==> src/rtl/tl_pkg.sv <==
`default_nettype none
// +----------------------------------------------------------------------+
// | tl_pkg : types and default timing shared by the traffic-light blocks |
// | Rev 1.0                                                              |
// +----------------------------------------------------------------------+
package tl_pkg;

  typedef enum logic [2:0] {
    OFF       = 3'd0,
    RED       = 3'd1,
    YELLOW    = 3'd2,
    GREEN     = 3'd3,
    PRE_GREEN = 3'd4
  } lights_t;

  localparam int TL_DEB_CYCLES   = 4;
  localparam int TL_EMGCY_HOLD   = 16;
  localparam int TL_STUCK_CYCLES = 64;

endpackage
`default_nettype wire

==> src/rtl/tl_debounce.sv <==
`default_nettype none
// +----------------------------------------------------------------------+
// | tl_debounce : 2-flop synchronizer followed by a counting debouncer   |
// | Rev 1.0                                                              |
// +----------------------------------------------------------------------+
module tl_debounce
  import tl_pkg::*;
#(
  parameter int DEB_CYCLES = TL_DEB_CYCLES
) (
  input  logic clk,
  input  logic reset_n,
  input  logic raw,
  output logic clean,
  output logic rise,
  output logic fall
);

  localparam int CW = $clog2(DEB_CYCLES + 1);

  logic          r_sync1;
  logic          r_sync2;
  logic          r_stable;
  logic [CW-1:0] r_cnt;
  logic [CW-1:0] w_cnt_inc;
  logic          w_differs;
  logic          w_update;

  assign w_cnt_inc = r_cnt + 1'b1;
  assign w_differs = (r_sync2 != r_stable);
  assign w_update  = w_differs && (w_cnt_inc == CW'(DEB_CYCLES));

  always_ff @(posedge clk or negedge reset_n) begin
    if (!reset_n) begin
      r_sync1  <= 1'b0;
      r_sync2  <= 1'b0;
      r_stable <= 1'b0;
      r_cnt    <= '0;
    end else begin
      r_sync1 <= raw;
      r_sync2 <= r_sync1;
      if (w_differs) begin
        if (w_update) begin
          r_stable <= r_sync2;
          r_cnt    <= '0;
        end else begin
          r_cnt <= w_cnt_inc;
        end
      end else begin
        r_cnt <= '0;
      end
    end
  end

  // rise/fall flag the edge on which clean is about to change, so
  // downstream logic can react on the same edge as the new value lands.
  assign clean = r_stable;
  assign rise  = w_update &  r_sync2;
  assign fall  = w_update & ~r_sync2;

endmodule
`default_nettype wire

==> src/rtl/tl_sensor_cond.sv <==
`default_nettype none
// +----------------------------------------------------------------------+
// | tl_sensor_cond : debounce, emergency stretch, stuck flag, car count  |
// | Rev 1.0                                                              |
// +----------------------------------------------------------------------+
module tl_sensor_cond
  import tl_pkg::*;
#(
  parameter int DEB_CYCLES   = TL_DEB_CYCLES,
  parameter int EMGCY_HOLD   = TL_EMGCY_HOLD,
  parameter int STUCK_CYCLES = TL_STUCK_CYCLES,
  parameter int CNT_W        = 8
) (
  input  logic             clk,
  input  logic             reset_n,
  input  logic             ew_sensor_raw,
  input  logic             emgcy_raw,
  input  logic             cnt_clr,
  output logic             ew_sensor,
  output logic             emgcy_sensor,
  output logic             ew_stuck,
  output logic [CNT_W-1:0] ew_car_cnt
);

  localparam int HW = $clog2(EMGCY_HOLD + 1);
  localparam int SW = $clog2(STUCK_CYCLES + 1);

  logic             w_ew_clean, w_ew_rise, w_ew_fall;
  logic             w_emg_clean, w_emg_rise, w_emg_fall;
  logic [HW-1:0]    r_hold;
  logic [SW-1:0]    r_stuck_cnt;
  logic             r_ew_rise_d;
  logic [CNT_W-1:0] r_car_cnt;

  tl_debounce #(.DEB_CYCLES(DEB_CYCLES)) u_deb_ew (
    .clk     (clk),
    .reset_n (reset_n),
    .raw     (ew_sensor_raw),
    .clean   (w_ew_clean),
    .rise    (w_ew_rise),
    .fall    (w_ew_fall)
  );

  tl_debounce #(.DEB_CYCLES(DEB_CYCLES)) u_deb_emg (
    .clk     (clk),
    .reset_n (reset_n),
    .raw     (emgcy_raw),
    .clean   (w_emg_clean),
    .rise    (w_emg_rise),
    .fall    (w_emg_fall)
  );

  // Hold loads on the same edge the debounced value drops, so the OR below
  // never dips low between the two terms.
  always_ff @(posedge clk or negedge reset_n) begin
    if (!reset_n) begin
      r_hold <= '0;
    end else if (w_emg_fall) begin
      r_hold <= HW'(EMGCY_HOLD);
    end else if (w_emg_rise) begin
      r_hold <= '0;
    end else if (r_hold != '0) begin
      r_hold <= r_hold - 1'b1;
    end
  end

  always_ff @(posedge clk or negedge reset_n) begin
    if (!reset_n) begin
      r_stuck_cnt <= '0;
    end else if (!w_ew_clean || w_ew_fall) begin
      r_stuck_cnt <= '0;
    end else if (r_stuck_cnt != SW'(STUCK_CYCLES)) begin
      r_stuck_cnt <= r_stuck_cnt + 1'b1;
    end
  end

  always_ff @(posedge clk or negedge reset_n) begin
    if (!reset_n) begin
      r_ew_rise_d <= 1'b0;
      r_car_cnt   <= '0;
    end else begin
      r_ew_rise_d <= w_ew_rise;
      if (cnt_clr) begin
        r_car_cnt <= r_ew_rise_d ? CNT_W'(1) : '0;
      end else if (r_ew_rise_d) begin
        r_car_cnt <= r_car_cnt + 1'b1;
      end
    end
  end

  assign ew_sensor    = w_ew_clean;
  assign emgcy_sensor = w_emg_clean | (r_hold != '0);
  assign ew_stuck     = (r_stuck_cnt == SW'(STUCK_CYCLES));
  assign ew_car_cnt   = r_car_cnt;

endmodule
`default_nettype wire

==> config.mk <==
export PLATFORM = sky130hd
export DESIGN_NAME = tl_sensor_cond
export DESIGN_NICKNAME = d
export VERILOG_FILES = /design/src/rtl/tl_pkg.sv /design/src/rtl/tl_debounce.sv /design/src/rtl/tl_sensor_cond.sv
export SDC_FILE = /design/constraint.sdc
export NUM_CORES = 1
export LEC_CHECK = 0
export BUFFER_PORTS_ARGS = -buffer_cell sky130_fd_sc_hd__buf_2
export CELL_PAD_IN_SITES_DETAIL_PLACEMENT = 1
export CELL_PAD_IN_SITES_GLOBAL_PLACEMENT = 1
export CORE_ASPECT_RATIO = 1.2
export CORE_MARGIN = 8
export CORE_UTILIZATION = 45
export DETAILED_ROUTE_END_ITERATION = 8
export GPL_TIMING_DRIVEN = 0
export MAX_ROUTING_LAYER = met4
export PLACE_DENSITY = 0.88
export SLEW_MARGIN = 0
export SYNTH_ARGS = -nofsm -noshare
export SYNTH_HDL_FRONTEND = slang
export SYNTH_SLANG_ARGS = --single-unit
==> constraint.sdc <==
create_clock -name clk -period 1.7 [get_ports clk]
set_input_delay 0.34 -clock clk [delete_from_list [all_inputs] [get_ports clk]]
set_output_delay 0.34 -clock clk [all_outputs]
set_load 0.05 [all_outputs]
==> out/qor.yml <==
outcome: "finished, violations left"
violations: "negative setup slack"
endpoint_kind: "output port"
synth_top_area_cell: "dfrtp_1"
fmax_mhz: 519.6
power.switching_mw: 0.8575
wl_per_cell_um: 16.39
setup_viol: 2
peakVddDrop_v: 0.0009094
start_kind: "flop"
core_region_area_mm2: 0.003083
crit_required_ns: 1.36
chipWidth_um: 68.07
period_needed_ns: 1.925
cts_buffers: 5
syn_nets: 147
cts_tree: "built"
seq_power_share_pct: 45.3
tightest_slew_ns: 0.7276
setup_ws_ns: -0.2246
power_mw: 2.406
yosysMostFrequentCell: "dfrtp_1"
via_count: 1076
gp_congestion: 0.7215
pwr-share-clk_pct: 21.1
diodes: 0
htree_levels: 2
netlist.area_leader.share_pct: 56.41
die_area_mm2: 0.005342
cp_max_fo: 2
track_usage_pct: 14.01
p_comb_share_pct: 33.6
criticalPathCategory: "reg -> out"
syn-cell-area_mm2: 0.001464
grt_pass1_wl_um: 5568
layout-drive-gt1-share_pct: 25.77
crit_arrival_ns: 1.58
rows: 22
stdcell_count: 199
slew_headroom_pct: 51.49
cts_hold_buffers: 0
dp_hpwl_um: 2212
path_clk_slew_ns: 0.11
clock_latency_ns: 0.34
drt_wl_total_um: 3262
drv_cap: 0
clock-sinks: 33
grt_pass1_vias: 1222
p_leak_nw: 0.8019
holdWs_ns: 0.04620
overflow: 0
path_cells: "or4_4 -> nor2_4 -> buf_8"
slew_violations: 0
min_period_over_period_pct: 113.2
root_buffer: "clkbuf_4"
ys_warn_count: 0
drtIter0Drc: 44
synth-seq-cells: 33
power_density_mw_per_mm2: 1366
placedCellCount: 184
vias_per_cell: 5.407
rsz0062_at_grt: "yes"
critPathSlowestCell: "or4_4"
synth.distinct_cells: 24
ioPinCount: 16
clockBufferDepth: 2
internal_power_mw: 1.548
synth_common_cells: "dfrtp_1 (33), nor2_1 (11), o21ai_0 (11)"
worst_clock_skew_ns: 0.01097
synthTopCellsByArea: "dfrtp_1 (56%), ha_1 (6.8%), o21ai_0 (3.8%), or3_1 (3.4%), xor2_1 (3.0%)"
syn_to_final_growth_pct: 20.34
synth_top_flop_cell: "dfrtp_1"
firstDrtPassIters: 2
cpPeakStageDelay_ns: 0.56
die_y_um: 78.48
sw_frac_of_total_pct: 35.64
ant_nets: 0
drc: 0
antenna_found_initial: 0
ys_seq_area_share_pct: 56.41
layout.nets: 175
syn_avg_cell_area_um2: 10.92
async_flop_share_pct: 100.0
hold_violations: 0
start_util_pct: 47.48
grt_max_degree: 34
synth_edf_count: 0
syn-instance-count: 134
portBuffers: 14
hold_class: "in -> async"
registers in the layout, indices dropped and copies added, names as in the netlist, 3 cells and up:
signal,count
ew_car_cnt,8
r_stuck_cnt,7
r_hold,5
u_deb_emg.r_cnt,3
u_deb_ew.r_cnt,3
final timing paths:
path	to	from	slack (ns)	cells past startpoint
worst max-delay path	ew_stuck	r_stuck_cnt[2]$_DFFE_PN0P_	-0.22	3
worst min-delay path	r_hold[3]$_DFFE_PN0P_	reset_n	0.05	1
worst max register to register	r_stuck_cnt[1]$_DFFE_PN0P_	r_stuck_cnt[2]$_DFFE_PN0P_	0.04	4
worst min register to register	u_deb_ew.r_sync2$_DFF_PN0_	u_deb_ew.r_sync1$_DFF_PN0_	0.36	0
max in group asynchronous	r_stuck_cnt[2]$_DFFE_PN0P_	reset_n	1.14	1
min in group clk	u_deb_ew.r_sync1$_DFF_PN0_	ew_sensor_raw	0.10	1
power by group through the flow:
| stage | registers (mW) | clock network (mW) | logic (mW) |
|---|---|---|---|
| 6_report | 1.09 | 0.508 | 0.807 |
| 5_1_grt | 1.11 | 0.553 | 0.879 |
| 4_1_cts | 1.08 | 0.524 | 0.719 |
| 3_5_place_dp | 1.09 | 0 | 0.657 |
| 2_1_floorplan | 1.11 | 0 | 0.436 |
| 3_3_place_gp | 1.07 | 0 | 0.578 |
stage by stage:
step           setup TNS (ns)  utilization (%)  setup WS, ns  area [um2]
2_1_floorplan        -0.01583                -      -0.01583        1469
3_3_place_gp         -0.03613            51.38      -0.03613        1584
3_5_place_dp          -0.1897            51.38       -0.1762        1584
4_1_cts               -0.4081            55.84       -0.2359        1722
5_1_grt               -0.4773            57.14       -0.2701        1762
6_report              -0.3388            57.14       -0.2246        1762
logic make-up after synthesis:
kind of cell,count (synthesis),synth area share [%]
muxes,3,2.137
adders and majority gates,8,6.838
DFF,33,56.41
AOI/OAI and AO/OA,22,7.949
buffers and inverters,9,2.479
and+or+nand+nor,50,18.80
xor gates and xnor gates,9,5.384
worst max-delay path: cells and delay by family (launching register included):
kind	cells	cell delay (ns)
AND/OR/NAND/NOR	2	0.68
flip-flops	1	0.42
buffers and inverters	1	0.15
timing repair:
action	4_1_cts	5_1_grt
buffers inserted	5	2
endpoints found under the setup margin	3	4
cloned	0	0
pin swaps	1	1
gates resized for setup	9	6
cell type report:
type / instances / area, um2
multi-input combinational: 92 / 640.6
timing repair buffer: 21 / 142.6
sequential: 33 / 827.0
inverter: 7 / 26.28
clock buffer: 7 / 65.06
buffer: 2 / 10.01
tap: 36 / 45.04
fill: 351 / 1321
clock inverter: 1 / 5.005
cells in the final DEF (no fill, tap or decap), types with 2 or more instances in the layout:
master	instances
inv_2	2
xnor2_1	4
nor3_1	3
nor2b_1	4
or3_1	8
clkbuf_4	5
nand4_1	2
inv_1	5
nor2_1	10
ha_1	7
o21ai_0	11
buf_2	14
nand2_1	7
nand2b_1	4
buf_8	2
a21oi_1	7
mux2i_1	2
clkbuf_8	2
nor3b_1	3
dfrtp_1	32
nand3_1	5
xor2_1	5
buf_4	7
layer usage:
metal | share of wire, % | vias to the layer above | wire (um) | global-route usage, %
li1 | - | 517 | - | -
met1 | 39 | 538 | 1267 | 13.73
met2 | 56 | 15 | 1837 | 23.89
met3 | 3.3 | 6 | 109 | 3.693
met4 | 1.5 | 0 | 48 | 8.008
met5 | 0 | - | 0 | -
Power figures use the tool's default switching activity.
